## src/rtl/regslice_pkg.sv

```systemverilog
// Shared definitions for the register-slice family: slice modes and
// pointer helpers used by the depth-parametrised elastic buffer.
package regslice_pkg;

  typedef enum logic [2:0] {
    MODE_NONE = 3'd0,
    MODE_FWD  = 3'd1,
    MODE_REV  = 3'd2,
    MODE_BOTH = 3'd3,
    MODE_HP   = 3'd7
  } mode_e;

  // Storage depth the AXI wrapper uses for a given slice mode.
  function automatic int unsigned mode_to_depth(mode_e mode);
    case (mode)
      MODE_BOTH, MODE_HP: return 2;
      default:            return 1;
    endcase
  endfunction

  // Fall-through setting paired with mode_to_depth: modes that must not add
  // forward latency keep the data path combinational when empty.
  function automatic bit mode_to_fall_through(mode_e mode);
    case (mode)
      MODE_NONE, MODE_REV: return 1'b1;
      default:             return 1'b0;
    endcase
  endfunction

  // Circular pointer increment; depth need not be a power of two.
  function automatic int unsigned ptr_inc(int unsigned ptr, int unsigned depth);
    return (ptr >= depth - 1) ? 0 : ptr + 1;
  endfunction

endpackage

```

## src/rtl/regslice_fifo_mem.sv

```systemverilog
// DEPTH x DATA_WIDTH flop array: one synchronous write port, one
// asynchronous read port.
module regslice_fifo_mem #(
  parameter int DATA_WIDTH = 32,
  parameter int DEPTH      = 2,
  parameter int ADDR_W     = 1
) (
  input  logic                  clk,
  input  logic                  i_we,
  input  logic [ADDR_W-1:0]     i_waddr,
  input  logic [DATA_WIDTH-1:0] i_wdata,
  input  logic [ADDR_W-1:0]     i_raddr,
  output logic [DATA_WIDTH-1:0] o_rdata
);

  logic [DATA_WIDTH-1:0] r_mem [DEPTH];

  // Write the incoming beat into the addressed entry.
  always_ff @(posedge clk) begin
    if (i_we) begin
      r_mem[i_waddr] <= i_wdata;
    end
  end

  // Asynchronous read of the head entry.
  always_comb begin
    o_rdata = r_mem[i_raddr];
  end

endmodule

```

## src/rtl/regslice_fifo.sv

```systemverilog
// Depth-parametrised elastic buffer for one valid/ready channel, with
// optional fall-through, occupancy, almost-full and synchronous flush.
module regslice_fifo
  import regslice_pkg::*;
#(
  parameter int DATA_WIDTH   = 32,
  parameter int DEPTH        = 2,
  parameter int FALL_THROUGH = 0,
  parameter int AF_THRESH    = DEPTH - 1
) (
  input  logic                       clk,
  input  logic                       rst,
  input  logic                       flush,
  input  logic                       w_valid,
  output logic                       w_ready,
  input  logic [DATA_WIDTH-1:0]      w_data,
  output logic                       r_valid,
  input  logic                       r_ready,
  output logic [DATA_WIDTH-1:0]      r_data,
  output logic [$clog2(DEPTH+1)-1:0] count,
  output logic                       almost_full
);

  localparam int PTR_W = (DEPTH > 1) ? $clog2(DEPTH) : 1;
  localparam int CNT_W = $clog2(DEPTH + 1);
  localparam logic [CNT_W-1:0] CNT_FULL = CNT_W'(DEPTH);
  localparam logic [CNT_W-1:0] CNT_AF   = CNT_W'(AF_THRESH);

  if (DEPTH < 1) begin : g_bad_depth
    $fatal(1, "regslice_fifo: DEPTH must be >= 1");
  end
  if (DATA_WIDTH < 1) begin : g_bad_width
    $fatal(1, "regslice_fifo: DATA_WIDTH must be >= 1");
  end
  if (AF_THRESH < 1 || AF_THRESH > DEPTH) begin : g_bad_af
    $fatal(1, "regslice_fifo: AF_THRESH must be in 1..DEPTH");
  end

  logic                  r_rst_q;
  logic [PTR_W-1:0]      r_wptr;
  logic [PTR_W-1:0]      r_rptr;
  logic [CNT_W-1:0]      r_cnt;

  logic                  w_empty;
  logic                  w_full;
  logic                  w_push;
  logic                  w_pop;
  logic                  w_bypass;
  logic                  w_wr_en;
  logic                  w_rd_adv;
  logic [DATA_WIDTH-1:0] w_mem_rdata;

  regslice_fifo_mem #(
    .DATA_WIDTH (DATA_WIDTH),
    .DEPTH      (DEPTH),
    .ADDR_W     (PTR_W)
  ) u_mem (
    .clk     (clk),
    .i_we    (w_wr_en),
    .i_waddr (r_wptr),
    .i_wdata (w_data),
    .i_raddr (r_rptr),
    .o_rdata (w_mem_rdata)
  );

  // Handshake decode. w_ready depends only on registers, rst and flush, so
  // r_ready never reaches it combinationally; a pop at full reopens next cycle.
  always_comb begin
    w_empty = (r_cnt == '0);
    w_full  = (r_cnt == CNT_FULL);
    w_ready = !rst && !r_rst_q && !flush && !w_full;
    w_push  = w_valid && w_ready;
    if (FALL_THROUGH != 0 && w_empty) begin
      r_valid = w_push;
      r_data  = w_data;
    end else begin
      r_valid = !rst && !flush && !w_empty;
      r_data  = w_mem_rdata;
    end
    w_pop    = r_valid && r_ready;
    // A fall-through beat taken by the consumer never touches storage.
    w_bypass = (FALL_THROUGH != 0) && w_empty && w_pop;
    w_wr_en  = w_push && !w_bypass;
    w_rd_adv = w_pop && !w_bypass;
    count       = r_cnt;
    almost_full = (r_cnt >= CNT_AF);
  end

  // Pointer and occupancy state; rst and flush both empty the buffer.
  always_ff @(posedge clk) begin
    r_rst_q <= rst;
    if (rst || flush) begin
      r_wptr <= '0;
      r_rptr <= '0;
      r_cnt  <= '0;
    end else begin
      if (w_wr_en) begin
        r_wptr <= PTR_W'(ptr_inc(32'(r_wptr), DEPTH));
      end
      if (w_rd_adv) begin
        r_rptr <= PTR_W'(ptr_inc(32'(r_rptr), DEPTH));
      end
      case ({w_wr_en, w_rd_adv})
        2'b10:   r_cnt <= r_cnt + CNT_W'(1);
        2'b01:   r_cnt <= r_cnt - CNT_W'(1);
        default: r_cnt <= r_cnt;
      endcase
    end
  end

`ifndef SYNTHESIS
  a_r_hold : assert property (@(posedge clk) disable iff (rst || flush)
    (r_valid && !r_ready) |=> (r_valid && $stable(r_data)))
    else $error("regslice_fifo: r_valid dropped or r_data changed before pop");

  a_w_hold : assert property (@(posedge clk) disable iff (rst || flush)
    (w_valid && !w_ready) |=> (w_valid && $stable(w_data)))
    else $error("regslice_fifo: producer dropped w_valid or changed w_data before accept");
`endif

endmodule

```

## config.mk

```make
export PLATFORM = sky130hd
export DESIGN_NAME = regslice_fifo
export DESIGN_NICKNAME = d
export VERILOG_FILES = /design/src/rtl/regslice_pkg.sv /design/src/rtl/regslice_fifo_mem.sv /design/src/rtl/regslice_fifo.sv
export SDC_FILE = /design/constraint.sdc
export NUM_CORES = 1
export LEC_CHECK = 0
export ABC_AREA = 1
export BUFFER_PORTS_ARGS = -buffer_cell sky130_fd_sc_hd__buf_2
export CAP_MARGIN = 5
export CORE_UTILIZATION = 30
export CTS_CLUSTER_DIAMETER = 50
export DETAILED_ROUTE_END_ITERATION = 8
export PLACE_DENSITY = 0.54
export SYNTH_ARGS = -nofsm -noshare
export SYNTH_HDL_FRONTEND = slang
export SYNTH_SLANG_ARGS = --single-unit
```

## constraint.sdc

```tcl
create_clock -name clk -period 2.5 [get_ports clk]
set_clock_uncertainty 0.1 [all_clocks]
set_input_delay 0.25 -clock clk [delete_from_list [all_inputs] [get_ports clk]]
set_output_delay 0.25 -clock clk [all_outputs]
set_load 0.03 [all_outputs]
```

# --- After elaboration in Yosys (flattened, before gate mapping) ---
# Memory sizes are Yosys's and may differ from the RTL's. A register that Yosys moved wholly into a read port is not among the register bits.
# Cells that the tools add are included.
word_totals:
  mem_bits_ro: 0
  ramBits: 64
  input_bits: 37
  latchBits: 0
  wordCells: 37
  mem_count: 1
  output_inout_bits: 37
  regBits: 5
mem_list:
  columns: ["name", "depth", "width", "read_ports", "rd_clocked_by_memory_dff", "write_ports", "line_no", "text"]
  rows:
  - ["u_mem.r_mem", 2, 32, 1, 1, 1, "regslice_fifo_mem.sv:16", "logic [DATA_WIDTH-1:0] r_mem [DEPTH];"]
classes:
  magnitude_cmp: 3
  n_eq_ne: 3
  mux: 7
  reduce_logical: 15
  mul: 0
  n_addsub: 4
  bitwise: 0
  shift: 0
  div: 0
ops:
  columns: ["operator", "n"]
  rows:
  - ["logical AND 1 bit", 7]
  - ["2-to-1 mux 1 bit", 6]
  - ["zero test 1 bit", 5]
  - ["== test 2 bit (second input constant)", 2]
  - ["case mux 2 bit (2 select lines)", 1]
  - ["adder 1 bit (second input constant)", 2]
  - ["adder 2 x 1 -> 2 bit (second input constant)", 1]
  - ["== test 2 x 1 -> 1 bit (second input constant)", 1]
  - ["greater-or-equal comparator 1 bit (second input constant)", 2]
  - ["greater-or-equal comparator 2 x 1 -> 1 bit (second input constant)", 1]
  - ["zero test 2 bit", 1]
  - ["nonzero test 2 bit", 1]
  - ["subtractor 2 x 1 -> 2 bit (second input constant)", 1]
  - ["logical OR 1 bit", 1]

# --- Longest topological paths before layout ---
# Gate-level depths: netlist of the first run.
logic_depth:
  ltp_word: 7
  depth_mapped: 9
  mapped_depth_nobuf: 9

# --- Cells and area by module ---
# Synthesis of the first run repeated with hierarchy kept, for this count alone.
unflattened:
  hier_cells: 211
  area_unflattened_um2: 2722.6
modules_own_cells:
  columns: ["mod", "seq_area_each_um2", "area_each_um2", "instances", "cells_each"]
  rows:
  - ["regslice_fifo_mem", 1921.8, 2428.6, 1, 172]
  - ["regslice_fifo", 100.1, 294.0, 1, 39]

# --- Least setup slack after synthesis of the first run ---
# Ideal clock, no wire load.
synth_path:
  path_kind: "register to register"
  startpoint: "register r_cnt[0], in the netlist count[0]"
  endpoint: "memory u_mem.r_mem[0][0], enable pin"
  path_slack_ns: -0.489
  n_path_buf: 0
  synth_period_minus_slack_ns: 2.989
  setup_ns: 0.421
  required_time_ns: 1.979
  path_stages_with_launch: 6
  t_arrival_ns: 2.468
  cell_sequence: "dfxtp_1 -> inv_1 -> ha_1 -> nor2_1 -> nand3_1 -> nor2_1"
synth_via:
  elab_chain_len: 6
synth_lines:
  columns: ["element", "line_no", "text"]
  rows:
  - ["from (decl)", "regslice_fifo.sv:42", "logic [CNT_W-1:0] r_cnt;"]
  - ["from (signal assigned)", "regslice_fifo.sv:104", "2'b10: r_cnt <= r_cnt + CNT_W'(1);"]
  - ["from (signal assigned)", "regslice_fifo.sv:105", "2'b01: r_cnt <= r_cnt - CNT_W'(1);"]
  - ["from (signal assigned)", "regslice_fifo.sv:106", "default: r_cnt <= r_cnt;"]
  - ["== test 2 bit", "regslice_fifo.sv:70", "w_full = (r_cnt == CNT_FULL);"]
  - ["zero test 1 bit", "regslice_fifo.sv:71", "w_ready = !rst && !r_rst_q && !flush && !w_full;"]
  - ["logical AND 1 bit", "regslice_fifo.sv:71", null]
  - ["logical AND 1 bit", "regslice_fifo.sv:72", "w_push = w_valid && w_ready;"]
  - ["2-to-1 mux 1 bit", "regslice_fifo_mem.sv:20", "if (i_we) begin"]
  - ["2-to-1 mux 1 bit (implied by the code)", "regslice_fifo_mem.sv:21", "r_mem[i_waddr] <= i_wdata;"]
  - ["to (decl)", "regslice_fifo_mem.sv:16", null]
# Every way passes these cells.

==> flow_metrics.tcl, run 1 <==
set metrics [dict create \
    start_util 0.3145 \
    clock_latency_ns 0.33 \
    rsz0062_at_grt "no" \
    place.gp.congestion 0.6802 \
    setup.worst_path.class "flip-flop to output port" \
    grt_overflow_total 0 \
    clk_pin_slew_worst_paths_ns 0.07 \
    synthCells 142 \
    synth_area_um2 2783 \
    clk_path_buf_depth 2 \
    drive_gt1_frac 0.4981 \
    p_sw_frac 0.1763 \
    drcViolationCount 5 \
    cts-root-buf "clkbuf_8" \
    io_buffers 73 \
    track_usage 0.1092 \
    avgRoutedWirePerCell_um 13.51 \
    r2r_slack_ns 0.50 \
    hold_viol_final 0 \
    synth_cell_type_count 17 \
    regArea_um2 2043 \
    multi_input_area_um2 635.6 \
    critPathMaxFanout 20 \
    core_um2 8848 \
    die_w_um 98.31 \
    ys_seq_area_frac 0.7338 \
    tritoncts "built" \
    synth_top_family_by_area "multiplexers" \
    ys_ff_latch 70 \
    worstPathArrival_ns 1.76 \
    setup_ws_ns 0.3941 \
    dp_slack_ns 0.5176 \
    critPathCaptureType "output port" \
    drv_cap 0 \
    pwr-share-seq 0.479 \
    rows 34 \
    path_cells "buf_12 > mux2_2 > buf_2" \
    cts_buffers 9 \
    pwr-share-clk 0.470 \
    max_stage_delay_ns 0.63 \
    fp.dieH_um 98.31 \
    tightest_slew_ns 0.4716 \
    wirelength_mm 4.931 \
    drt_iter0_markers 66 \
    grt_max_degree 23 \
    synth_mux_area_frac 0.1700 \
    power_switching_mw 0.4751 \
    synth_xor_xnor_area_share 0.003147 \
    p_leak_nw 1.539 \
    max_clock_freq_mhz 474.8 \
    fin_area_um2 3820 \
    run_status "finished with violations" \
    antenna_cells 0 \
    synth-adder-area-share 0.01799 \
    max_slew_margin 0.6856 \
    cpMaxStageDelayCell "dfxtp_2" \
    grt_pass1_vias 1574 \
    timing.final.crit_share 0.8424 \
    antenna_found_initial 0 \
    setup-violations-final 0 \
    clock-sinks 70 \
    cp.required_ns 2.15 \
    period_minus_slack_ns 2.106 \
    dp.cells 323 \
    instances_no_fill 365 \
    critPathLaunchType "flip-flop" \
    first_pass_iters 8 \
    syn_to_final_growth_pct 37.28 \
    num_io_pins 74 \
    drv_slew 0 \
    vias 1538 \
    synth_compound_area_frac 0.007194 \
    yosys.area_share.simple 0.02743 \
    yosysWarnings 0 \
    setup_tns_ns 0 \
    htree_levels 3 \
    syn-num-nets 183 \
    cts_setup_buffers 0 \
    drtAntennaViolNets 0 \
    fin_nets 293 \
    die_area_um2 9665 \
    vias_per_cell 4.214 \
    avgSynthCellArea_um2 19.60 \
    power_density_nw_per_um2 705.7 \
    combPwrFrac 0.051 \
    internal_power_mw 2.221 \
    peakVddDrop_uv 273.0 \
    final.fill_count 810 \
    hold_path.class "primary input to flip-flop" \
    placed_area_um2 3276 \
    post-dp-hpwl_mm 3.237 \
    violations "DRC" \
    grt_pass1_wl_mm 7.817 \
]
[metrics by stage]
stage / power [mW] / utilization / hold slack (ns)
2_1_floorplan: 1.369 / - / 0.1777
3_3_place_gp: 1.421 / 0.3702 / 0.3016
3_5_place_dp: 1.423 / 0.3702 / 0.3045
4_1_cts: 2.732 / 0.4317 / 0.002066
5_1_grt: 2.795 / 0.4317 / 0.002102
6_report: 2.696 / 0.4317 / 0.01502
[worst paths after layout]
path	from	endpoint	cells after the start
setup / recovery	flip-flop	r_data[19]	3
hold / removal	w_data[23]	u_mem.r_mem[1][23]	1
setup reg to reg	count[0]	u_mem.r_mem[0][19]	6
hold reg to reg	r_rptr	flip-flop	4
[worst max-delay path, delay by kind of cell, from the launching register on]
family	cells	cell delay [ns]
buffers and inverters	2	0.44
flip-flops	1	0.63
multiplexers	1	0.35
[metal layers]
layer  global-route usage  wire (um)  vias up
met3              0.03078        330       10
met1               0.1308       2164      728
met4              0.07348        123        0
met5                    0          0        -
met2               0.1717       2311       56
li1                     -          -      744
[synthesized netlist by cell type]
cell / number / area (um2)
xor2_1: 1 / 8.760
nor3_1: 1 / 5.000
o21ai_0: 2 / 10.01
dfxtp_1: 6 / 120.1
inv_1: 11 / 41.29
nand3_1: 2 / 10.01
buf_6: 1 / 11.26
nand4_1: 2 / 12.51
buf_12: 3 / 60.06
ha_1: 4 / 50.05
a21oi_1: 2 / 10.01
mux2_4: 30 / 450.4
nand2_1: 4 / 15.01
mux2_2: 2 / 22.52
edfxtp_1: 64 / 1922
nor2_4: 1 / 11.26
nor2_1: 6 / 22.52
[power groups by stage]
stage | registers [mW] | clock network [mW] | logic [mW]
after detailed placement | 1.32 | 0 | 0.105
final | 1.29 | 1.27 | 0.136
after global routing | 1.29 | 1.35 | 0.148
after CTS | 1.29 | 1.30 | 0.137
after floorplan | 1.32 | 0 | 0.0500
after global placement | 1.32 | 0 | 0.103
[area by class of cell]
| type | instances | area share |
|---|---|---|
| Clock buffer | 9 | 0.03243 |
| Clock inverter | 7 | 0.04193 |
| Inverter | 11 | 0.01081 |
| Multi-Input combinational cell | 57 | 0.1664 |
| Sequential cell | 70 | 0.5349 |
| Tap cell | 108 | 0.03538 |
| Timing Repair Buffer | 103 | 0.1782 |
[layout by cell type, fill, tap and decap left out, drive strengths merged, types with 2 or more instances in the layout]
master and instances:
clkbuf 9, o21ai 2, buf 77, dlygate4sd3 26
mux2 32, nand4 2, edfxtp 64, nor2 7
bufinv 5, nand3 2, clkinv 2, inv 11
dfxtp 6, a21oi 2, nand2 4, ha 4
[cells by family after synthesis]
kind of cell             count (synthesis)
XOR/XNOR                                 1
AO/OA/AOI/OAI                            4
adder cells (fa/ha/maj)                  4
AND/OR/NAND/NOR                         16
buffers and inverters                   15
multiplexers                            32
flip-flops                              70
[repair_timing]
| action | CTS | global route |
|---|---|---|
| gates resized for setup | 0 | 0 |
| hold buffers | 26 | 0 |
| hold endpoints to repair | 50 | 0 |
[state kept, by name, indices dropped and copies added (netlist names), named ones only]
signal and count:
count 2, r_rst_q 1, u_mem.r_mem 64, r_rptr 1
r_wptr 1
Note: power is estimated with default switching activity, not from simulation.
==> run 2, diff against run 1 <==
--- a/config.mk
+++ b/config.mk
@@ -11,7 +11,7 @@
 export CORE_UTILIZATION = 30
 export CTS_CLUSTER_DIAMETER = 50
 export DETAILED_ROUTE_END_ITERATION = 8
-export PLACE_DENSITY = 0.54
+export PLACE_DENSITY = 0.52
 export SYNTH_ARGS = -nofsm -noshare
 export SYNTH_HDL_FRONTEND = slang
 export SYNTH_SLANG_ARGS = --single-unit
==> constraint.sdc (replaced) <==
create_clock -name clk -period 2.2 [get_ports clk]
set_clock_uncertainty 0.1 [all_clocks]
set_input_delay 0.22 -clock clk [delete_from_list [all_inputs] [get_ports clk]]
set_output_delay 0.22 -clock clk [all_outputs]
set_load 0.03 [all_outputs]
==> flow_metrics.tcl, run 2 (same netlist as run 1, synthesis figures left out) <==
set metrics [dict create \
    start_util 0.3145 \
    power_density_nw_per_um2 658.7 \
    setup_ws_ns 0.3082 \
    rsz0062_at_grt "no" \
    drv_cap 0 \
    drcViolationCount 4 \
    pwr-share-clk 0.340 \
    cts_setup_buffers 0 \
    path_cells "dlygate4sd3_1 > buf_2 > nor2_4 > inv_1 > nor3_1 > buf_2" \
    period_minus_slack_ns 1.892 \
    die_w_um 98.31 \
    critPathLaunchType "primary input" \
    power_switching_mw 0.5319 \
    largest_reg_flops 64 \
    cpLargestDelayFamily "buffers and inverters" \
    grt_pass1_wl_mm 7.817 \
    fp.dieH_um 98.31 \
    post-dp-hpwl_mm 3.244 \
    r2r_slack_ns 0.35 \
    drv_slew 0 \
    core_um2 8848 \
    hold_path.class "primary input to flip-flop" \
    tritoncts "built" \
    r2r_cells 8 \
    setup_tns_ns 0 \
    cts_buffers 9 \
    setup.worst_path.class "primary input to output port" \
    max_stage_delay_ns 0.53 \
    vias 1555 \
    holdWs_ns 0.06845 \
    avgRoutedWirePerCell_um 13.54 \
    htree_levels 3 \
    path_common_cell "buf_2" \
    dp_slack_ns 0.3737 \
    utilization 0.4242 \
    instances_no_fill 373 \
    tightest_slew_ns 0.3304 \
    p_sw_frac 0.2151 \
    peakVddDrop_uv 223.9 \
    syn_to_final_growth_pct 34.89 \
    hold-path-endpoint "r_wptr" \
    worstHoldStart "flush" \
    antenna_cells 0 \
    clk_path_buf_depth 2 \
    die_area_um2 9665 \
    antenna_found_initial 0 \
    place.gp.congestion 0.6672 \
    final_cell_mix "buf_2 (73), edfxtp_1 (64), dlygate4sd3_1 (33), mux2_4 (30), inv_1 (10)" \
    reg2reg_to "count[1]" \
    drive_gt1_frac 0.4830 \
    drtAntennaViolNets 0 \
    grt_overflow_total 0 \
    num_io_pins 74 \
    cp.required_ns 1.88 \
    worstPathArrival_ns 1.57 \
    final_common_cell "buf_2" \
    grt_pass1_vias 1641 \
    combPwrFrac 0.066 \
    fin_nets 302 \
    run_status "finished with violations" \
    clock-sinks 70 \
    first_pass_iters 8 \
    vias_per_cell 4.169 \
    cts-root-buf "clkbuf_8" \
    critPathCaptureType "output port" \
    whs_path_depth 4 \
    dp.cells 325 \
    drt_iter0_markers 35 \
    setup-violations-final 0 \
    reg2reg_from "count[0]" \
    internal_power_mw 1.941 \
    hold_viol_final 0 \
    timing.final.crit_share 0.8599 \
    io_buffers 73 \
    p_leak_nw 1.500 \
    critPathBufInv 4 \
    rows 34 \
    clk_pin_slew_worst_paths_ns 0.07 \
    grt_max_degree 19 \
    cts-resized-gates 0 \
    regMostFlops "u_mem.r_mem" \
    max_slew_margin 0.7797 \
    wirelength_mm 5.052 \
    pwr-share-seq 0.594 \
    max_clock_freq_mhz 528.6 \
    critPathMaxFanout 7 \
    violations "DRC" \
    track_usage 0.1117 \
    clock_latency_ns 0.34 \
    cpMaxStageDelayCell "dlygate4sd3_1" \
]
==> run 2: cell types whose count changed in the layout (fill, tap and decap cells not counted) <==
cell           change
clkinv_2           +1
clkinv_1           +2
dlygate4sd3_1      +7
buf_12             -2
clkinvlp_4         +2
bufinv_16          -5
inv_1              -1
buf_4              +4
==> run 2: worst max-delay path by stage <==
stage | depth (start not counted) | start | endpoint
after global placement | 6 | count[0] | u_mem.r_mem[0][26]
after global routing | 8 | count[0] | count[1]
after detailed placement | 6 | count[0] | u_mem.r_mem[0][26]
final | 6 | rst | w_ready
after floorplan | 5 | count[0] | u_mem.r_mem[0][0]
after CTS | 6 | rst | w_ready
==> run 2: metrics by stage <==
step           total power, mW  cell area (um2)
3_5_place_dp             1.617             3269
4_1_cts                  2.512             3754
6_report                 2.473             3754
5_1_grt                  2.577             3754
2_1_floorplan            1.556             2794
3_3_place_gp             1.615             3269
==> run 2: repair_timing <==
item / in CTS / in global routing
endpoints found under the hold margin: 65 / 0
hold buffers: 33 / 0
endpoints found under the setup margin: 0 / 0
==> run 2: area by class of cell <==
class | instances | area (um2)
sequential | 70 | 2043
multi-input combinational | 57 | 635.6
fill | 846 | 5095
inverter | 11 | 45.04
tap | 108 | 135.1
clock inverter | 6 | 30.03
clock buffer | 9 | 123.9
timing repair buffer | 112 | 740.7
==> run 2: tightest hold or removal path, cell delays in order <==
cell     delay [ns]
buf_2          0.10
nor2_4         0.06
nand2_1        0.06
nor2_1         0.03
==> run 2: power groups by stage <==
stage | Sequential [mW] | Combinational [mW] | Clock, mW
finish | 1.47 | 0.162 | 0.842
global route | 1.47 | 0.175 | 0.934
CTS | 1.47 | 0.165 | 0.879
detailed placement | 1.50 | 0.119 | 0
global placement | 1.50 | 0.117 | 0
floorplan | 1.50 | 0.0572 | 0
==> run 2: metal layers <==
layer	track usage	part of all wire
met1	0.1262	0.44
met2	0.1853	0.48
met3	0.03221	0.051
met4	0.07233	0.025
met5	0	0
==> run 3, diff against run 2 <==
--- a/config.mk
+++ b/config.mk
@@ -6,7 +6,7 @@
 export NUM_CORES = 1
 export LEC_CHECK = 0
 export ABC_AREA = 1
-export BUFFER_PORTS_ARGS = -buffer_cell sky130_fd_sc_hd__buf_2
+export BUFFER_PORTS_ARGS = -buffer_cell sky130_fd_sc_hd__buf_4
 export CAP_MARGIN = 5
 export CORE_UTILIZATION = 30
 export CTS_CLUSTER_DIAMETER = 50
==> flow_metrics.tcl, run 3 (same netlist as run 1, synthesis figures left out) <==
set metrics [dict create \
    num_io_pins 74 \
    critPathLaunchType "flip-flop" \
    io_buffers 73 \
    hold_path.class "primary input to flip-flop" \
    run_status "finished with violations" \
    track_usage 0.1040 \
    wirelength_mm 4.699 \
    p_sw_frac 0.1999 \
    rsz0062_at_grt "no" \
    r2r_slack_ns 0.35 \
    max_stage_delay_ns 0.34 \
    combPwrFrac 0.072 \
    critPathBufInv 3 \
    clk_pin_slew_worst_paths_ns 0.07 \
    htree_levels 3 \
    instances_no_fill 374 \
    critPathCaptureType "flip-flop" \
    grt_pass1_wl_mm 7.300 \
    dp_slack_ns 0.3199 \
    power_switching_mw 0.5241 \
    cts-resized-gates 0 \
    worstPathArrival_ns 1.79 \
    first_pass_iters 8 \
    cpLargestDelayFamily "buffers and inverters" \
    final.fill_count 796 \
    die_w_um 98.31 \
    clock-sinks 70 \
    path_cells "inv_1 > ha_1 > nor2_1 > nand4_1 > clkinvlp_4 > buf_4" \
    internal_power_mw 2.098 \
    setup_tns_ns 0 \
    max_clock_freq_mhz 539.8 \
    whs_path_depth 4 \
    grt_max_degree 26 \
    post-dp-hpwl_mm 3.181 \
    tightest_slew_ns 0.3011 \
    drv_slew 0 \
    tritoncts "built" \
    fin_nets 302 \
    avgRoutedWirePerCell_um 12.56 \
    vias 1514 \
    core_um2 8848 \
    hold-path-endpoint "r_wptr" \
    place.gp.congestion 0.7026 \
    hold_viol_final 0 \
    power_mw 2.622 \
    final_cell_mix "buf_4 (76), edfxtp_1 (64), dlygate4sd3_1 (33), mux2_4 (30), inv_1 (10)" \
    timing.final.crit_share 0.8420 \
    grt_pass1_vias 1535 \
    pwr-share-seq 0.560 \
    cpMaxStageDelayCell "dfxtp_1" \
    p_leak_nw 1.578 \
    clock_latency_ns 0.33 \
    antenna_cells 0 \
    crit_cells 6 \
    regMostFlops "u_mem.r_mem" \
    reg2reg_to "u_mem.r_mem[1][12]" \
    setup.worst_path.class "flip-flop to flip-flop" \
    critPathMaxFanout 12 \
    die_area_um2 9665 \
    cts-root-buf "clkbuf_8" \
    reg2reg_from "count[0]" \
    violations "DRC" \
    final_common_cell "buf_4" \
    grt_overflow_total 0 \
    setup-violations-final 0 \
    max_slew_margin 0.7988 \
    drv_cap 0 \
    period_minus_slack_ns 1.852 \
    largest_reg_flops 64 \
    worstHoldStart "flush" \
    drcViolationCount 4 \
    rows 34 \
    fp.dieH_um 98.31 \
    r2r_cells 6 \
    antenna_found_initial 0 \
    pwr-share-clk 0.367 \
    power_density_nw_per_um2 653.8 \
    vias_per_cell 4.048 \
    holdWs_ns 0.05992 \
    drive_gt1_frac 0.4850 \
    dp.cells 325 \
    setup_ws_ns 0.3475 \
    cts_buffers 9 \
    drtAntennaViolNets 0 \
    start_util 0.3145 \
    drt_iter0_markers 59 \
    peakVddDrop_uv 253.3 \
    cp.required_ns 2.14 \
    syn_to_final_growth_pct 44.11 \
    clk_path_buf_depth 2 \
]
==> run 3: changes by cell type in the layout (fill, tap and decap cells not counted), moves of 2 or more <==
cell | before | now
buf_4 | 6 | 76
clkinv_2 | 3 | 1
buf_12 | 0 | 3
buf_2 | 73 | 0
==> run 3: power by group through the flow <==
stage,Clock [mW],Combinational (mW),Sequential (mW)
CTS,1.01,0.193,1.47
floorplan,0,0.0572,1.50
global route,1.05,0.204,1.47
detailed placement,0,0.145,1.50
global placement,0,0.145,1.50
finish,0.963,0.190,1.47
==> run 3: worst min-delay path, cell delays in order <==
cell	delay, ns
buf_4	0.09
nor2_4	0.05
nand2_1	0.06
nor2_1	0.04
==> run 3: worst max path at each step <==
stage               startpoint                  to  slack [ns]
floorplan             count[0]   u_mem.r_mem[0][0]        0.05
global placement      count[0]  u_mem.r_mem[1][16]        0.37
detailed placement    count[0]  u_mem.r_mem[1][16]        0.32
CTS                   count[0]  u_mem.r_mem[1][19]        0.31
global route          count[0]  u_mem.r_mem[1][12]        0.17
finish                count[0]  u_mem.r_mem[1][12]        0.35
==> run 3: what timing repair did <==
item / CTS / global route
buffers inserted: 0 / 0
hold buffers: 33 / 0
endpoints found under the hold margin: 65 / 0
==> run 3: layer usage <==
layer	vias up	part of all wire	routed length, um	GRT usage
met1	695	0.43	2037	0.1134
met2	47	0.49	2295	0.1733
li1	763	-	-	-
met5	-	0	0	0
met3	9	0.054	256	0.04080
met4	0	0.023	109	0.05855
==> run 3: cell type report <==
| cell class | count | area (um2) | area share |
|---|---|---|---|
| multi-input cells | 57 | 635.6 | 0.1585 |
| repair buffers | 112 | 960.9 | 0.2396 |
| well taps | 108 | 135.1 | 0.03370 |
| clock buffers | 10 | 127.6 | 0.03183 |
| inverters | 11 | 45.04 | 0.01123 |
| flip-flops and latches | 70 | 2043 | 0.5095 |
| clock inverters | 6 | 62.56 | 0.01560 |
==> run 3: metrics by stage <==
stage                 util  area (um2)
floorplan                -        2794
global placement    0.3944        3490
detailed placement  0.3944        3490
CTS                 0.4532        4010
global route        0.4532        4010
finish              0.4532        4010
